<file path="config.mk">
export PLATFORM = sky130hd
export DESIGN_NAME = keypad_scanner
export DESIGN_NICKNAME = d
export VERILOG_FILES = /design/src/rtl/keypad_scanner.sv
export SDC_FILE = /design/constraint.sdc
export NUM_CORES = 1
export LEC_CHECK = 0
export ABC_CLOCK_PERIOD_IN_PS = 2950
export CAP_MARGIN = 10
export CORE_MARGIN = 2
export CORE_UTILIZATION = 45
export DETAILED_ROUTE_END_ITERATION = 7
export PLACE_DENSITY_LB_ADDON = 0.15
export REMOVE_ABC_BUFFERS = 1
export SLEW_MARGIN = 20
export SYNTH_ARGS = -nofsm -noshare
export SYNTH_HDL_FRONTEND = slang
export SYNTH_SLANG_ARGS = --single-unit
</file>
<file path="constraint.sdc">
create_clock -name Clk -period 2.95 [get_ports Clk]
set_clock_uncertainty 0.1 [all_clocks]
set_input_delay 0.59 -clock Clk [delete_from_list [all_inputs] [get_ports Clk]]
set_output_delay 0.59 -clock Clk [all_outputs]
set_load 0.01 [all_outputs]
</file>
<file path="src/rtl/keypad_scanner.sv">
// 4x4 active-low matrix keypad scanner with per-column dwell, press/release debounce
// and a one-cycle KeyValid strobe. Define KEYPAD_REPEAT_EN to enable typematic repeat while held.
module keypad_scanner #(
  parameter int unsigned SCAN_TICKS     = 2,
  parameter int unsigned DEBOUNCE_COUNT = 4
) (
  input  logic       Clk,
  input  logic       Reset,
  input  logic       En,
  input  logic [3:0] Row,
  output logic [3:0] Col,
  output logic [3:0] Key,
  output logic       KeyValid,
  output logic       KeyHeld
);

  typedef enum logic [1:0] {SCAN, DEBOUNCE, HELD} state_t;

  localparam logic [7:0] DWELL_LAST = 8'(SCAN_TICKS - 1);
  localparam logic [7:0] DEB_TARGET = 8'(DEBOUNCE_COUNT);

  state_t     state_q, state_d;
  logic [3:0] sync1_q, sync2_q;
  logic [7:0] dwell_q, dwell_d;
  logic [7:0] deb_cnt_q, deb_cnt_d;
  logic [7:0] rel_cnt_q, rel_cnt_d;
  logic [1:0] col_idx_q, col_idx_d;
  logic [1:0] cand_q, cand_d;
  logic [3:0] col_q, col_d;
  logic [3:0] key_q, key_d;
  logic       valid_q, valid_d;
  logic       held_q, held_d;

  logic       sample;
  logic       any_low;
  logic [1:0] low_idx;
  logic [1:0] nxt_idx;

`ifdef KEYPAD_REPEAT_EN
  localparam logic [3:0] REPEAT_DELAY = 4'd8;
  localparam logic [3:0] REPEAT_RATE  = 4'd4;
  logic [3:0] rep_cnt_q, rep_cnt_d;
`endif

  assign sample  = En && (dwell_q == DWELL_LAST);
  assign any_low = (sync2_q != 4'b1111);
  assign nxt_idx = col_idx_q + 2'd1;

  // Lowest-index low row wins so simultaneous keys in one column resolve deterministically.
  always_comb begin
    if (!sync2_q[0])      low_idx = 2'd0;
    else if (!sync2_q[1]) low_idx = 2'd1;
    else if (!sync2_q[2]) low_idx = 2'd2;
    else                  low_idx = 2'd3;
  end

  always_comb begin
    state_d   = state_q;
    dwell_d   = dwell_q;
    deb_cnt_d = deb_cnt_q;
    rel_cnt_d = rel_cnt_q;
    col_idx_d = col_idx_q;
    cand_d    = cand_q;
    col_d     = col_q;
    key_d     = key_q;
    valid_d   = 1'b0;
    held_d    = held_q;
`ifdef KEYPAD_REPEAT_EN
    rep_cnt_d = rep_cnt_q;
`endif

    if (En) dwell_d = sample ? 8'd0 : dwell_q + 8'd1;

    if (sample) begin
      case (state_q)
        SCAN: begin
          if (any_low) begin
            cand_d = low_idx;
            if (DEBOUNCE_COUNT == 1) begin
              key_d     = {low_idx, col_idx_q};
              valid_d   = 1'b1;
              held_d    = 1'b1;
              state_d   = HELD;
              deb_cnt_d = 8'd0;
              rel_cnt_d = 8'd0;
`ifdef KEYPAD_REPEAT_EN
              rep_cnt_d = 4'd0;
`endif
            end else begin
              deb_cnt_d = 8'd1;
              state_d   = DEBOUNCE;
            end
          end else begin
            col_idx_d = nxt_idx;
            col_d     = ~(4'b0001 << nxt_idx);
          end
        end
        DEBOUNCE: begin
          if (any_low && (low_idx == cand_q)) begin
            if (deb_cnt_q + 8'd1 == DEB_TARGET) begin
              key_d     = {cand_q, col_idx_q};
              valid_d   = 1'b1;
              held_d    = 1'b1;
              state_d   = HELD;
              deb_cnt_d = 8'd0;
              rel_cnt_d = 8'd0;
`ifdef KEYPAD_REPEAT_EN
              rep_cnt_d = 4'd0;
`endif
            end else begin
              deb_cnt_d = deb_cnt_q + 8'd1;
            end
          end else begin
            state_d   = SCAN;
            deb_cnt_d = 8'd0;
            col_idx_d = nxt_idx;
            col_d     = ~(4'b0001 << nxt_idx);
          end
        end
        HELD: begin
          if (sync2_q[cand_q]) begin
            if (rel_cnt_q + 8'd1 == DEB_TARGET) begin
              held_d    = 1'b0;
              state_d   = SCAN;
              rel_cnt_d = 8'd0;
              col_idx_d = nxt_idx;
              col_d     = ~(4'b0001 << nxt_idx);
            end else begin
              rel_cnt_d = rel_cnt_q + 8'd1;
            end
`ifdef KEYPAD_REPEAT_EN
            rep_cnt_d = 4'd0;
`endif
          end else begin
            rel_cnt_d = 8'd0;
`ifdef KEYPAD_REPEAT_EN
            // After the first repeat the counter restarts part-way so later pulses come every REPEAT_RATE.
            if (rep_cnt_q + 4'd1 == REPEAT_DELAY) begin
              valid_d   = 1'b1;
              rep_cnt_d = REPEAT_DELAY - REPEAT_RATE;
            end else begin
              rep_cnt_d = rep_cnt_q + 4'd1;
            end
`endif
          end
        end
        default: state_d = SCAN;
      endcase
    end
  end

  always_ff @(posedge Clk) begin
    if (!Reset) begin
      state_q   <= SCAN;
      sync1_q   <= 4'b1111;
      sync2_q   <= 4'b1111;
      dwell_q   <= 8'd0;
      deb_cnt_q <= 8'd0;
      rel_cnt_q <= 8'd0;
      col_idx_q <= 2'd0;
      cand_q    <= 2'd0;
      col_q     <= 4'b1110;
      key_q     <= 4'd0;
      valid_q   <= 1'b0;
      held_q    <= 1'b0;
`ifdef KEYPAD_REPEAT_EN
      rep_cnt_q <= 4'd0;
`endif
    end else begin
      state_q   <= state_d;
      sync1_q   <= Row;
      sync2_q   <= sync1_q;
      dwell_q   <= dwell_d;
      deb_cnt_q <= deb_cnt_d;
      rel_cnt_q <= rel_cnt_d;
      col_idx_q <= col_idx_d;
      cand_q    <= cand_d;
      col_q     <= col_d;
      key_q     <= key_d;
      valid_q   <= valid_d;
      held_q    <= held_d;
`ifdef KEYPAD_REPEAT_EN
      rep_cnt_q <= rep_cnt_d;
`endif
    end
  end

  assign Col      = col_q;
  assign Key      = key_q;
  assign KeyValid = valid_q;
  assign KeyHeld  = held_q;

endmodule

</file>
==> metrics, run 1 <==
TritonCTS clock tree yes; initial antenna violation count 0; hpwl dp 3.53 mm; first-pass GRT wire length 8.63 mm; # hold bufs at CTS 0; number of synthesized flops with an enable pin 0; number of global-route vias before repair 1956; core area 5410 sq um; routed vias 2061; f_max 0.411 GHz; top_reg_cell synth dfxtp_1; Post-CTS Resized 0; Max Cap Viol 0; crit share post-route 82.4%; WS Path Type primary input to flop; clock buffer count from CTS 5; Sw Ratio 23.7%; Final GP Congestion 0.888; flops & latches, synth 48; Root Buffer Master clkbuf_8; unrepaired setup endpoints after global routing no; asr flop ratio synth 0%; Reg clk slew, reported paths 0.09 ns; R2R Path Start rel_cnt_q[0]$_SDFFE_PN0P_; final WL 5.03 mm; Die H 78.3 um; TritonRoute pass-1 iters 5; drc violations 0; status finished, final reports clean; pin count of the biggest net entering global routing 36; number of port buffers 16; final setup TNS 0 ns; Max Transition Viols Final 0; sequential element share of the synthesized area 38.7%; Relative slew margins 64.7%; # fillers 525; cell area after synthesis 2490 sq um; LEAKAGE 1.04 nW; buffer count from post-CTS setup fixing 0; Hold WS 0.313 ns; Syn Area/Cell 8.91 sq um; area grow syn2layout 15.9%; NetSw 0.000298 W; xor-xnor portion of the synthesized cell area 2.47%; CP max stage delay 0.52 ns; Die Span X 78.3 um; Worst setup EP type flop; cell count after synthesis 279; worst-path maximum fanout 9; largest family of logic cells by synthesized area simple AND/OR/NAND/NOR gates; CP cell instances clkdlybuf4s50_1 -> nor4b_2 -> nand2_1 -> a2111o_1 -> and2_1 -> o31ai_1; Longest Clk Path Bufs 2; Logic pwr share 7.6%; worst path arrival time 2.56 ns; GR Overflow Total 0; synth warn 0; Critical Path Start Type primary input; Multi-input gate area 1440 sq um; Final Hold Vio Count 0; clock share of power 38.8%; Site Rows 27; Final ANT Viol Nets 0; Power Dens Cells 437 nW/um^2; Hold Crit Start sync1_q[1]$_SDFF_PN1_; Final min period 2.43 ns; DR iter-0 viols 101; Adder-Cell Fraction of Synth Area 4.53%; Worst-Skew Late Latency 0.31 ns; CP max-delay cell a2111o_1; Crit path max-delay family simple AND/OR/NAND/NOR gates; # nets final 318; internal power 0.000960 W; clock net sink count 48; Via density 5.50; crit path from En; register area 961 sq um; Initial Util 46.0%; Buf+Inv Stages, Crit Path 1; setup violators final 0; Avg WL per Cell 13.4 um; Flop pwr share 53.5%; Die ar. 6140 sq um; Worst-Margin Slew 0.530 ns; mux cell area share after synthesis 6.84%; All-Layer GR Usage 17.5%; num ports 17; layout cells sized above 1 10.2%; Ant. Diodes 0; maximum vdd drop 204 uV; Simple-Gate Fraction of Synth Area 29.5%; Cell variety after synth 52; Compound-Gate Fraction of Synth Area 14.7%; H-tree Lvls 2; Hold Crit Class flop to flop; Data required, critical path 3.07 ns
stage by stage:
| step | power (W) | utilization (%) | instance area (sq um) | setup slack (ns) | std cells |
|---|---|---|---|---|---|
| floorplan | 0.000741 | - | 2450 | 0.736 | 270 |
| global placement | 0.000784 | 51.1 | 2760 | 0.267 | 367 |
| detailed placement | 0.000785 | 51.1 | 2760 | 0.241 | 367 |
| CTS | 0.00127 | 53.3 | 2880 | 0.545 | 375 |
| global route | 0.00131 | 53.3 | 2880 | 0.392 | 375 |
| finish | 0.00126 | 53.3 | 2880 | 0.518 | 375 |
state kept, by name, indices dropped and copies added (netlist names), 2 cells and up:
signal     flops
sync2_q        4
rel_cnt_q      8
cand_q         2
col_idx_q      2
sync1_q        4
deb_cnt_q      8
dwell_q        8
Key            4
Col            4
state_q        2
cells by family after synthesis:
kind of cell / count (synthesis)
buffers and inverters: 20
AND/OR/NAND/NOR: 134
XOR/XNOR: 7
flip-flops: 48
multiplexers: 15
AO/OA/AOI/OAI: 46
adder cells (fa/ha/maj): 9
cells in the final DEF, fill, tap and decap left out, types with 3 or more instances in the layout:
master           count
dfxtp_1             48
nand2_1             30
nand3_1             16
and3_1               6
buf_4                9
nand2b_1            14
nor3_1               7
nand4b_1             4
a21oi_1             11
a31oi_1              6
nand4_1              7
nor4_1               3
mux2_2               3
o21ai_0              8
clkbuf_8             5
nor2b_1              3
and2_1               5
nor2_1              28
clkdlybuf4s50_1     16
xor2_1               6
mux2i_1             11
inv_1               10
ha_1                 9
metal layers:
layer / vias to the layer above / wire length [um] / GRT usage (%)
met2: 54 / 2260 / 27.9
met3: 7 / 237 / 3.68
li1: 1043 / - / -
met1: 957 / 2460 / 22.7
met4: 0 / 82 / 7.89
met5: - / 0 / 0
power groups by stage:
stage / Clock (W) / Sequential (W) / Combinational [W]
2_1_floorplan: 0 / 0.000687 / 0.0000541
3_3_place_gp: 0 / 0.000689 / 0.0000956
3_5_place_dp: 0 / 0.000689 / 0.0000963
4_1_cts: 0.000503 / 0.000674 / 0.0000966
5_1_grt: 0.000526 / 0.000676 / 0.000106
6_report: 0.000489 / 0.000673 / 0.0000958
synth_stat cells, types with 2 or more instances:
library cell  count  area [sq um]
and3_1            6          37.5
nor3_1            7          35.0
clkbuf_1          6          22.5
xor2_1            6          52.6
mux2_2            3          33.8
nand3_1          16          80.1
a21oi_1          11          55.1
nand4_1           7          43.8
nor4_1            3          18.8
dfxtp_1          48           961
inv_1            10          37.5
mux2i_1          11           110
nor2b_1           3          18.8
nand4b_1          4          35.0
nand2_1          30           113
a22oi_1           2          15.0
buf_2             2          10.0
nor2_1           28           105
nand2b_1         14          87.6
and2_1            5          31.3
o31ai_1           2          15.0
o211ai_1          2          15.0
nor3b_1           2          15.0
o21ai_0           8          40.0
nor4b_2           2          30.0
a31oi_1           6          37.5
ha_1              9           113
a41oi_1           2          17.5
worst paths after layout:
| path | slack [ns] | depth (start not counted) | end |
|---|---|---|---|
| hold reg to reg | 0.31 | 1 | sync2_q[1]$_SDFF_PN1_ |
| hold / removal | 0.31 | 1 | sync2_q[1]$_SDFF_PN1_ |
| setup reg to reg | 0.59 | 6 | Col[2]$_SDFFE_PN1P_ |
| setup / recovery | 0.52 | 6 | rel_cnt_q[1]$_SDFFE_PN0P_ |
area by class of cell:
type                    instances  share of cell area, %
inverters                      11                   1.43
well taps                      72                   3.13
multi-input cells             211                   50.1
clock buffers                   5                   2.39
clock inverters                 3                   1.65
repair buffers                 25                   7.91
flip-flops and latches         48                   33.4
(Power assumes the default switching activity.)
==> run 2: changes to the inputs <==
ABC_CLOCK_PERIOD_IN_PS = 2500   (was 2950)
clock period = 2.5 ns   (was 2.95 ns; I/O delays follow)
==> metrics, run 2 (synthesized netlist as in run 1, its figures left out) <==
status finished, final reports clean; Final Hold Vio Count 0 (unchanged); number of port buffers 16 (unchanged); final WL 5.19 mm (+3.2%); Tot Pwr 0.00149 W (+18%); DR iter-0 viols 179 (+77%); routed vias 2094 (+1.6%); Longest Clk Path Bufs 2 (unchanged); Final GP Congestion 0.833 (-6.1%); All-Layer GR Usage 18.7% (+1.2 points); slack of the critical path 0.176 ns (-0.342 ns); GR Overflow Total 0 (unchanged); Avg WL per Cell 13.5 um (+0.26%); Die H 78.3 um (unchanged); worst-path maximum fanout 6 (-3); Relative slew margins 69.8% (+5.2 points); Max Cap Viol 0 (unchanged); final setup TNS 0 ns (unchanged); Final ANT Viol Nets 0 (unchanged); worst path arrival time 2.42 ns (-0.14 ns); commonest non-fill, non-tap cell in the layout dfxtp_1; crit share post-route 93.0%; H-tree Lvls 2 (unchanged); Data required, critical path 2.60 ns (-0.47 ns); Final min period 2.32 ns; # hold bufs at CTS 0 (unchanged); clock buffer count from CTS 5 (unchanged); area grow syn2layout 19.1%; buffer count from post-CTS setup fixing 0 (unchanged); Reg2Reg Setup Slack 0.18 ns (-0.41 ns); num ports 17 (unchanged); Worst setup EP type flop; Die ar. 6140 sq um (unchanged); Die Span X 78.3 um (unchanged); Max Transition Viols Final 0 (unchanged); initial antenna violation count 0 (unchanged); maximum vdd drop 357 uV (+75%); Worst-Skew Late Latency 0.30 ns (about the same); Ant. Diodes 0 (unchanged); Initial Util 46.0% (unchanged); clock net sink count 48 (unchanged); core area 5410 sq um (unchanged); unrepaired setup endpoints after global routing no; Power Dens Cells 503 nW/um^2 (+15%); Hold Crit Class flop to flop; Post-CTS Resized 0 (unchanged); Worst-Margin Slew 0.449 ns (-0.0814 ns); hpwl dp 3.83 mm (+8.4%); TritonRoute pass-1 iters 4 (-1); Reg clk slew, reported paths 0.10 ns (about the same); most frequent cells in the layout 48 x dfxtp_1, 30 x nand2_1, 28 x nor2_1; # nets final 329 (+3.5%); LEAKAGE 1.09 nW (+4.8%); Via density 5.42 (-1.3%); layout cells sized above 1 13.4% (+3.1 points); TritonCTS clock tree yes; Regs by FF count deb_cnt_q x8, dwell_q x8, rel_cnt_q x8; WS Path Type flop to flop; number of global-route vias before repair 2041 (+4.3%); Critical Path Start Type flop; setup violators final 0 (unchanged); Site Rows 27 (unchanged); first-pass GRT wire length 9.20 mm (+6.6%); drc violations 0 (unchanged); f_max 0.430 GHz; Place WS -0.0567 ns (-0.297 ns); pin count of the biggest net entering global routing 36 (unchanged); Root Buffer Master clkbuf_8
## run 2: cell count changes in the layout (fill, tap and decap cells not counted), sizes merged
cell      delta
buf         +11
clkinv       -2
clkinvlp     +1
inv          +1
## run 2: path summary, 6_finish.rpt
path	depth (start not counted)	startpoint	to
max	6	rel_cnt_q[0]$_SDFFE_PN0P_	Col[3]$_SDFFE_PN1P_
min	1	sync1_q[0]$_SDFF_PN1_	sync2_q[0]$_SDFF_PN1_
max reg2reg	6	rel_cnt_q[0]$_SDFFE_PN0P_	Col[3]$_SDFFE_PN1P_
min reg2reg	1	sync1_q[0]$_SDFF_PN1_	sync2_q[0]$_SDFF_PN1_
## run 2: cell type report
class / count / area [sq um]
multi-input cells: 211 / 1440
inverters: 11 / 41.3
fillers: 526 / 2440
repair buffers: 36 / 310
clock buffers: 5 / 68.8
well taps: 72 / 90.1
flip-flops and latches: 48 / 961
clock inverters: 3 / 46.3
## run 2: through the flow
step	instances	area [sq um]	hold WS, ns	utilization (%)
2_1_floorplan	270	2450	0.286	-
3_3_place_gp	378	2850	0.287	52.7
3_5_place_dp	378	2850	0.293	52.7
4_1_cts	386	2960	0.317	54.8
5_1_grt	386	2960	0.337	54.8
6_report	386	2960	0.313	54.8
## run 2: per-layer routing
layer	GRT usage (%)	part of all wire (%)	wire, um
met5	0	0	0
met2	31.1	47	2460
met3	3.56	4.4	228
met4	7.02	1.1	59
met1	24.0	47	2440
## run 2: critical path, cell delays in order (launching register included)
cell	delay, ns
dfxtp_1	0.42
ha_1	0.27
nand3_2	0.17
nor4_4	0.35
o311ai_2	0.19
a211oi_4	0.35
mux2_2	0.37
## run 2: report_power, final
| part | switching [W] | leakage, nW | internal, W | total (W) |
|---|---|---|---|---|
| Clock | 0.000275 | 0.0548 | 0.000302 | 0.000576 |
| Sequential | 0.0000158 | 0.389 | 0.000779 | 0.000795 |
| Combinational | 0.0000616 | 0.649 | 0.0000575 | 0.000119 |
| Total | 0.000352 | 1.09 | 0.00114 | 0.00149 |
==> run 3: changes to the inputs <==
ABC_CLOCK_PERIOD_IN_PS = 2600   (was 2500)
clock period = 2.6 ns   (was 2.5 ns; I/O delays follow)
==> metrics, run 3 (synthesized netlist as in run 1, its figures left out) <==
status finished, final reports clean; R2R Path Start rel_cnt_q[0]$_SDFFE_PN0P_; initial antenna violation count 0 (unchanged); GR Overflow Total 0 (unchanged); post-layout util 54.9% (+0.14 points); Worst setup EP type flop; crit path from rel_cnt_q[0]$_SDFFE_PN0P_; Worst-Margin Slew 0.477 ns (+0.0285 ns); Via density 5.39 (-0.73%); Final GP Congestion 0.819 (-1.8%); layout cells sized above 1 12.8% (-0.56 points); Multi-input gate area 1440 sq um (unchanged); Worst R2R Path Depth 6 (unchanged); unrepaired setup endpoints after global routing no; Relative slew margins 67.9% (-1.9 points); num ports 17 (unchanged); Area after DPL 2830 sq um (-0.53%); most frequent cells in the layout 48 x dfxtp_1, 30 x nand2_1, 28 x nor2_1; DR iter-0 viols 75 (-58%); RR Endpoint Col[2]$_SDFFE_PN1P_; Data required, critical path 2.70 ns (+0.10 ns); LEAKAGE 1.10 nW (+0.39%); Longest Clk Path Bufs 2 (unchanged); post-route cell area 2970 sq um (+0.25%); register area 961 sq um (unchanged); All-Layer GR Usage 18.4% (-0.21 points); final setup TNS 0 ns (unchanged); Die Span X 78.3 um (unchanged); Site Rows 27 (unchanged); number of global-route vias before repair 1970 (-3.5%); Hold Crit Class flop to flop; # nets final 327 (-0.61%); Worst-Skew Late Latency 0.31 ns (about the same); routed vias 2068 (-1.2%); Power Dens Cells 515 nW/um^2 (+2.3%); final WL 5.18 mm (-0.35%); Max Transition Viols Final 0 (unchanged); # hold bufs at CTS 0 (unchanged); Final Hold Vio Count 0 (unchanged); hpwl dp 3.71 mm (-3.2%); Max Cap Viol 0 (unchanged); crit share post-route 90.1% (-2.9 points); Final ANT Viol Nets 0 (unchanged); H-tree Lvls 2 (unchanged); worst path arrival time 2.44 ns (+0.02 ns); Ant. Diodes 0 (unchanged); Regs by FF count deb_cnt_q x8, dwell_q x8, rel_cnt_q x8; Tot Pwr 0.00153 W (+2.5%); critical path endpoint Col[2]$_SDFFE_PN1P_; commonest non-fill, non-tap cell in the layout dfxtp_1; Root Buffer Master clkbuf_8; Critical Path Start Type flop; pin count of the biggest net entering global routing 36 (unchanged); Die H 78.3 um (unchanged); TritonRoute pass-1 iters 4 (unchanged); number of port buffers 16 (unchanged); Reg clk slew, reported paths 0.09 ns (about the same); TritonCTS clock tree yes; Final min period 2.34 ns (+0.0171 ns); Post-CTS Resized 0 (unchanged); setup violators final 0 (unchanged); first-pass GRT wire length 9.14 mm (-0.75%); worst-path maximum fanout 6 (unchanged); drc violations 0 (unchanged); clock buffer count from CTS 5 (unchanged); core area 5410 sq um (unchanged); buffer count from post-CTS setup fixing 0 (unchanged); Initial Util 46.0% (unchanged); WS Path Type flop to flop; area grow syn2layout 19.4%; Avg WL per Cell 13.5 um (+0.17%); f_max 0.427 GHz (-0.73%); Reg2Reg Setup Slack 0.26 ns (+0.08 ns); clock net sink count 48 (unchanged); Die ar. 6140 sq um (unchanged); maximum vdd drop 270 uV (-24%); # fillers 531 (+0.95%)
## run 3: area by class of cell
cell class | count | area share (%)
Multi-Input combinational cell | 211 | 48.6
Sequential cell | 48 | 32.4
Timing Repair Buffer | 34 | 9.95
Tap cell | 72 | 3.03
Clock buffer | 5 | 2.32
Clock inverter | 3 | 2.32
Inverter | 11 | 1.39
## run 3: report_power, final
group          internal, W  switching [W]  leakage [nW]
clock             0.000387       0.000264        0.0687
sequential        0.000749      0.0000152         0.389
combinational    0.0000538      0.0000579         0.639
## run 3: worst min-delay path by stage
stage	startpoint	to	cells past startpoint
2_1_floorplan	sync1_q[0]$_SDFF_PN1_	sync2_q[0]$_SDFF_PN1_	1
3_3_place_gp	sync1_q[2]$_SDFF_PN1_	sync2_q[2]$_SDFF_PN1_	1
3_5_place_dp	sync1_q[1]$_SDFF_PN1_	sync2_q[1]$_SDFF_PN1_	1
4_1_cts	sync1_q[1]$_SDFF_PN1_	sync2_q[1]$_SDFF_PN1_	1
5_1_grt	sync1_q[1]$_SDFF_PN1_	sync2_q[1]$_SDFF_PN1_	1
6_report	sync1_q[2]$_SDFF_PN1_	sync2_q[2]$_SDFF_PN1_	1
## run 3: critical path, cell delays in order, from the launching register on
cell      delay, ns
dfxtp_1        0.42
ha_1           0.27
nand3_2        0.17
nor4_4         0.37
o311ai_2       0.19
a211oi_4       0.35
mux2_2         0.37
## run 3: through the flow
| stage | std cells | hold WS, ns | worst slack [ns] |
|---|---|---|---|
| final | 384 | 0.314 | 0.259 |
| after global routing | 384 | 0.332 | 0.140 |
| after CTS | 384 | 0.319 | 0.262 |
| after detailed placement | 376 | 0.295 | 0.0234 |
| after global placement | 376 | 0.288 | 0.0583 |
| after floorplan | 270 | 0.286 | 0.386 |
## run 3: layer usage
layer  GRT usage, %  share of wire [%]  vias up
li1               -                  -     1067
met1           24.2                 50      964
met2           30.1                 45       30
met3           5.06                3.6        7
met4           4.74                1.4        0
met5              0                  0        -
